[config.mk]
export PLATFORM = sky130hd
export DESIGN_NAME = keycode_events
export DESIGN_NICKNAME = d
export VERILOG_FILES = /design/src/rtl/keycode_events.sv
export SDC_FILE = /design/constraint.sdc
export NUM_CORES = 1
export LEC_CHECK = 0
export CAP_MARGIN = 5
export CORE_UTILIZATION = 50
export CTS_BUF_LIST = sky130_fd_sc_hd__clkbuf_16
export DETAILED_ROUTE_END_ITERATION = 10
export PLACE_DENSITY_LB_ADDON = 0.08
export SYNTH_ARGS = -nofsm -noshare
export SYNTH_HDL_FRONTEND = slang
export SYNTH_SLANG_ARGS = --single-unit
export TNS_END_PERCENT = 20
[constraint.sdc]
create_clock -name Clk -period 1.8 [get_ports Clk]
set_input_delay 0.36 -clock Clk [delete_from_list [all_inputs] [get_ports Clk]]
set_output_delay 0.36 -clock Clk [all_outputs]
set_load 0.02 [all_outputs]
[src/rtl/keycode_events.sv]
// Synchronises a NIOS keycode and the VGA vsync into the Clk domain, then turns
// frame-sampled key transitions into jump, pause and restart events.
// Optional jump auto-repeat at saturation: define KEYCODE_EVENTS_REPEAT_EN.
module keycode_events #(
    parameter logic [7:0]  JUMP_CODE      = 8'h1A,
    parameter logic [7:0]  PAUSE_CODE     = 8'h13,
    parameter logic [7:0]  RESTART_CODE   = 8'h15,
    parameter int unsigned RESTART_FRAMES = 30,
    parameter int unsigned HOLD_MAX       = 15
) (
    input  logic       Clk,
    input  logic       Reset_n,
    input  logic [7:0] keycode,
    input  logic       frame_clk,
    output logic       jump_pulse,
    output logic [3:0] jump_hold,
    output logic       paused,
    output logic       restart_pulse,
    output logic       frame_tick
);

    localparam logic [3:0] HOLD_MAX_C       = 4'(HOLD_MAX);
    localparam logic [5:0] RESTART_FRAMES_C = 6'(RESTART_FRAMES);

    typedef enum logic [0:0] {
        JMP_IDLE = 1'b0,
        JMP_HELD = 1'b1
    } jump_state_e;

    logic [7:0]  key_s1_q;
    logic [7:0]  key_s2_q;
    logic [7:0]  key_s3_q;
    logic [7:0]  key_filt_q;
    logic [7:0]  prev_code_q;
    logic        frm_s1_q;
    logic        frm_s2_q;
    logic        frm_prev_q;
    logic        tick_q;

    jump_state_e jump_state_q;
    logic        jump_pulse_q;
    logic [3:0]  jump_hold_q;
`ifdef KEYCODE_EVENTS_REPEAT_EN
    logic [2:0]  repeat_cnt_q;
`endif

    logic        paused_q;
    logic        paused_d;
    logic [5:0]  restart_cnt_q;
    logic [5:0]  restart_cnt_d;
    logic        restart_pulse_q;
    logic        restart_pulse_d;

    logic        jump_press_s;
    logic        jump_release_s;
    logic        pause_press_s;
    logic        restart_held_s;

    // Keycode synchroniser; filtered code only follows two equal synchronised samples
    always_ff @(posedge Clk or negedge Reset_n) begin
        if (!Reset_n) begin
            key_s1_q   <= 8'h00;
            key_s2_q   <= 8'h00;
            key_s3_q   <= 8'h00;
            key_filt_q <= 8'h00;
        end else begin
            key_s1_q <= keycode;
            key_s2_q <= key_s1_q;
            key_s3_q <= key_s2_q;
            if (key_s2_q == key_s3_q) begin
                key_filt_q <= key_s2_q;
            end else begin
                key_filt_q <= key_filt_q;
            end
        end
    end

    // Frame clock synchroniser and rising-edge detector
    always_ff @(posedge Clk or negedge Reset_n) begin
        if (!Reset_n) begin
            frm_s1_q   <= 1'b0;
            frm_s2_q   <= 1'b0;
            frm_prev_q <= 1'b0;
            tick_q     <= 1'b0;
        end else begin
            frm_s1_q   <= frame_clk;
            frm_s2_q   <= frm_s1_q;
            frm_prev_q <= frm_s2_q;
            tick_q     <= frm_s2_q & ~frm_prev_q;
        end
    end

    // Code seen at the previous frame tick, the reference for press/release
    always_ff @(posedge Clk or negedge Reset_n) begin
        if (!Reset_n) begin
            prev_code_q <= 8'h00;
        end else if (tick_q) begin
            prev_code_q <= key_filt_q;
        end else begin
            prev_code_q <= prev_code_q;
        end
    end

    // Press/release decode, qualified by the frame tick
    always_comb begin
        jump_press_s   = tick_q & (key_filt_q == JUMP_CODE) & (prev_code_q != JUMP_CODE);
        jump_release_s = tick_q & (key_filt_q != JUMP_CODE) & (prev_code_q == JUMP_CODE);
        pause_press_s  = tick_q & (key_filt_q == PAUSE_CODE) & (prev_code_q != PAUSE_CODE);
        restart_held_s = tick_q & (key_filt_q == RESTART_CODE);
    end

    // Jump FSM with registered pulse and saturating hold counter
    always_ff @(posedge Clk or negedge Reset_n) begin
        if (!Reset_n) begin
            jump_state_q <= JMP_IDLE;
            jump_pulse_q <= 1'b0;
            jump_hold_q  <= 4'd0;
`ifdef KEYCODE_EVENTS_REPEAT_EN
            repeat_cnt_q <= 3'd0;
`endif
        end else begin
            jump_pulse_q <= 1'b0;
            if (tick_q) begin
                case (jump_state_q)
                    JMP_IDLE: begin
                        if (jump_press_s) begin
                            jump_state_q <= JMP_HELD;
                            jump_pulse_q <= 1'b1;
                            jump_hold_q  <= 4'd1;
`ifdef KEYCODE_EVENTS_REPEAT_EN
                            repeat_cnt_q <= 3'd0;
`endif
                        end else begin
                            jump_state_q <= JMP_IDLE;
                            jump_hold_q  <= 4'd0;
                        end
                    end
                    JMP_HELD: begin
                        if (jump_release_s) begin
                            jump_state_q <= JMP_IDLE;
                            jump_hold_q  <= 4'd0;
`ifdef KEYCODE_EVENTS_REPEAT_EN
                            repeat_cnt_q <= 3'd0;
`endif
                        end else if (jump_hold_q < HOLD_MAX_C) begin
                            jump_state_q <= JMP_HELD;
                            jump_hold_q  <= jump_hold_q + 4'd1;
                        end else begin
                            jump_state_q <= JMP_HELD;
                            jump_hold_q  <= jump_hold_q;
`ifdef KEYCODE_EVENTS_REPEAT_EN
                            // Counter wraps naturally: a pulse every eighth saturated tick
                            if (repeat_cnt_q == 3'd7) begin
                                jump_pulse_q <= 1'b1;
                            end else begin
                                jump_pulse_q <= 1'b0;
                            end
                            repeat_cnt_q <= repeat_cnt_q + 3'd1;
`endif
                        end
                    end
                    default: begin
                        jump_state_q <= JMP_IDLE;
                        jump_hold_q  <= 4'd0;
                    end
                endcase
            end else begin
                jump_state_q <= jump_state_q;
                jump_hold_q  <= jump_hold_q;
            end
        end
    end

    // Long-press restart counter and pause toggle; a restart wins over a toggle
    always_comb begin
        restart_cnt_d   = restart_cnt_q;
        restart_pulse_d = 1'b0;
        paused_d        = paused_q;
        if (tick_q) begin
            if (restart_held_s) begin
                if (restart_cnt_q < RESTART_FRAMES_C) begin
                    restart_cnt_d = restart_cnt_q + 6'd1;
                    if ((restart_cnt_q + 6'd1) == RESTART_FRAMES_C) begin
                        restart_pulse_d = 1'b1;
                    end else begin
                        restart_pulse_d = 1'b0;
                    end
                end else begin
                    restart_cnt_d = restart_cnt_q;
                end
            end else begin
                restart_cnt_d = 6'd0;
            end
            if (restart_pulse_d) begin
                paused_d = 1'b0;
            end else if (pause_press_s) begin
                paused_d = ~paused_q;
            end else begin
                paused_d = paused_q;
            end
        end else begin
            restart_cnt_d = restart_cnt_q;
        end
    end

    // Pause/restart state registers
    always_ff @(posedge Clk or negedge Reset_n) begin
        if (!Reset_n) begin
            restart_cnt_q   <= 6'd0;
            restart_pulse_q <= 1'b0;
            paused_q        <= 1'b0;
        end else begin
            restart_cnt_q   <= restart_cnt_d;
            restart_pulse_q <= restart_pulse_d;
            paused_q        <= paused_d;
        end
    end

    assign jump_pulse    = jump_pulse_q;
    assign jump_hold     = jump_hold_q;
    assign paused        = paused_q;
    assign restart_pulse = restart_pulse_q;
    assign frame_tick    = tick_q;

endmodule

==> reports/results.md <==
* **maximum number of pins on one net before global-route repair** 59
* **timing-limited maximum frequency** 523 MHz
* **Synth-to-Final Area Change** 28.3%
* **setup repair after global routing missed its margin** yes
* **FF-to-FF Start** key_filt_q[6]
* **Syn Std Cell Area** 2270 um2
* **clk_skew** 0.00640 ns
* **timing startpoint of the critical path** key_filt_q[6]
* **Die ar.** 4820 um2
* **clock transition at the registers of the reported paths** 0.05 ns
* **violated checks** setup timing
* **antenna cell count** 0
* **number of rows in the core area** 24
* **root buffer selected by CTS** clkbuf_16
* **most common library cell in the layout ignoring fill and taps** dfrtp_1
* **Critical Path Fanout Max** 5
* **I/O pin total** 19
* **most frequent cells in the layout** dfrtp_1 (58), clkdlybuf4s50_1 (16), mux2_2 (15), buf_4 (12), o21ai_0 (11)
* **wire length reported by the detailed router** 3.82 mm
* **Final Hold Fails** 0
* **per-cell routed wire length** 14.4 um
* **result of the run** finished, violations left
* **sequential cell area fraction in the yosys report** 63.9%
* **# H-tree levels** 3
* **library cell with the largest summed area after synthesis** dfrtp_1
* **Distinct cells, synth** 42
* **worst slew slack as a fraction of its limit** 70.5%
* **Reg2Reg Setup Slack** -0.11 ns
* **launching element type of the critical path** flop
* **initial core utilization** 52.2%
* **GR Util All Layers** 17.8%
* **buffers plus inverters on the worst setup path** 0
* **FF-to-FF path depth** 4
* **post-synth top area share** 63.9%
* **Die X** 69.4 um
* **largest buffer count on any clock path** 2
* **Lkg Pwr** 1.27 nW
* **predominant post-synthesis flop cell** dfrtp_1
* **final worst slack** -0.114 ns
* **Syn Area/Cell** 13.4 um2
* **Period Utilization, post-route** 106%
* **series of cell instances along the critical path** or4b_4 > or4_4 > a2111oi_4 > a21oi_2
* **number of antenna violations at the first check in global routing** 0
* **port buffer count** 18
* **total power divided by cell area** 1130 nW/um2
* **fraction of layout instances using a drive strength above 1** 24.4%
* **placement-stage worst setup slack** -0.169 ns
* **die boundary height** 69.4 um
* **number of design-rule violations left by the first detailed-router iteration** 32
* **gpl congestion** 0.767
* **TritonCTS buffer count** 9
* **Cells after Synth** 169
* **worst hold margin** 0.0321 ns
* **total grt overflow** 0
* **number of nets produced by synthesis** 183
* **Critical Path Slowest Stage Cell** or4b_4
* **arrival time of data at the critical path endpoint** 2.11 ns
* **worst setup path endpoint** paused
* **DRC Markers** 0
* **number of setup violations in the final report** 6
* **clock sinks** 58
* **FF-to-FF End** paused
* **Area contributors post-synth** dfrtp_1 (64%), mux2_2 (7.4%), xnor2_1 (3.1%)
* **maximum cell stage delay along the critical path** 0.58 ns
* **CP Capture Type** flop
* **CTS tree** yes
* **Max VDD drop** 0.757 mV
* **clk_lat worst skew** 0.32 ns
* **NumNets Final** 222
* **number of global-route vias before repair** 1409
* **first-pass GRT wire length** 6.51 mm
* **Synth Warn #** 0
* **min cycle time layout** 1.91 ns
* **final antenna-violating net count** 0
* **area of the placeable core** 4350 um2
* **max-capacitance violation count** 0
* **WP data required** 1.99 ns
* **detailed placer's ending HPWL** 2.60 mm
* **count of flip-flops with a built-in enable after synthesis** 0
* **share of synthesized flip-flops with an asynchronous set or reset** 100%
* **vias** 1429
* **cell family contributing the most delay on the critical path** simple AND/OR/NAND/NOR gates
* **count of state elements after synthesis** 58
* **slew of the pin with the lowest slew margin** 0.437 ns
* **number of detailed-routing iterations run before antenna repair** 6
* **Hold-fix buffers, CTS** 0
* **worst min path class** in2async
* **post-CTS repair timing setup buffer count** 0
* **stages on the worst setup path** 4
* **Slew Viols, Final** 0
* **average vias per placed instance** 5.39
* **Crit Path Class** reg2reg
cell type report:
cell class,count,area (um2)
sequential,58,1450
fill,307,1440
multi-input combinational,103,806
timing repair buffer,31,288
clock buffer,9,225
tap,52,65.1
clock inverter,7,60.1
inverter,5,18.8
routing by layer:
| layer | track usage, % | vias to the layer above | part of all wire, % |
|---|---|---|---|
| met3 | 5.23 | 8 | 3.0 |
| met1 | 21.1 | 702 | 45 |
| met4 | 9.52 | 0 | 2.2 |
| met5 | 0 | - | 0 |
| met2 | 29.3 | 31 | 50 |
| li1 | - | 688 | - |
Yosys cell counts (2+ instances only):
cell type	instances
a21boi_0	2
a21o_1	2
a21oi_1	4
a41oi_1	2
and4b_1	2
dfrtp_1	58
ha_1	3
inv_1	5
mux2_2	15
nand2_1	9
nand2b_1	3
nand3_1	2
nand3b_1	2
nand4_1	4
nor2_1	5
nor2b_1	3
nor3_1	4
o211ai_1	2
o21ai_0	11
or4_4	2
xnor2_1	8
cells by family (layout without fill, tap and decap cells):
| logic type | after synthesis | count (layout) | synth area share [%] |
|---|---|---|---|
| AOI/OAI and AO/OA | 33 | 33 | 10.5 |
| xor gates and xnor gates | 8 | 8 | 3.09 |
| adders and majority gates | 3 | 3 | 1.65 |
| buffers and inverters | 8 | 52 | 1.38 |
| DFF | 58 | 58 | 63.9 |
| muxes | 15 | 15 | 7.44 |
| and+or+nand+nor | 44 | 44 | 12.0 |
worst register-to-register path, cell delays in order, from the launching register on:
cell and delay, ns:
dfrtp_1 0.37, or4b_4 0.58, or4_4 0.56, a2111oi_4 0.24, a21oi_2 0.05
sequential cells by signal, summed over array words and instances, names as in the netlist, 4 cells and up:
signal,count
restart_cnt_q,6
jump_hold,4
key_filt_q,8
key_s2_q,8
prev_code_q,8
key_s3_q,8
key_s1_q,8
through the flow:
step	power, mW	cell area [um2]	util (%)	setup TNS (ns)	cells
6_report	3.29	2910	66.9	-0.395	265
5_1_grt	3.41	2910	66.9	-1.17	265
4_1_cts	3.33	2910	66.7	-0.460	265
3_5_place_dp	1.72	2610	59.9	-0.987	249
3_3_place_gp	1.70	2610	59.9	-0.602	249
2_1_floorplan	1.58	2280	-	-0.385	169
how the worst min path moves through the flow:
stage	slack, ns	end
global placement	0.33	frm_s2_q
finish	0.03	restart_cnt_q[0]
detailed placement	0.34	key_s2_q[4]
floorplan	0.06	frame_tick
CTS	0.04	restart_cnt_q[2]
global route	0.07	restart_cnt_q[0]
what timing repair did:
action                     in CTS  in global routing
pin swaps                       1                  0
resized for setup               2                  3
setup endpoints to repair      14                 16
gates cloned                    0                  0
report_power, final:
| group | switching, mW | internal (mW) | total (mW) |
|---|---|---|---|
| clock | 0.542 | 1.05 | 1.59 |
| sequential | 0.0574 | 1.40 | 1.46 |
| combinational | 0.107 | 0.137 | 0.244 |
| total | 0.707 | 2.58 | 3.29 |
Power figures use the tool's default switching activity.
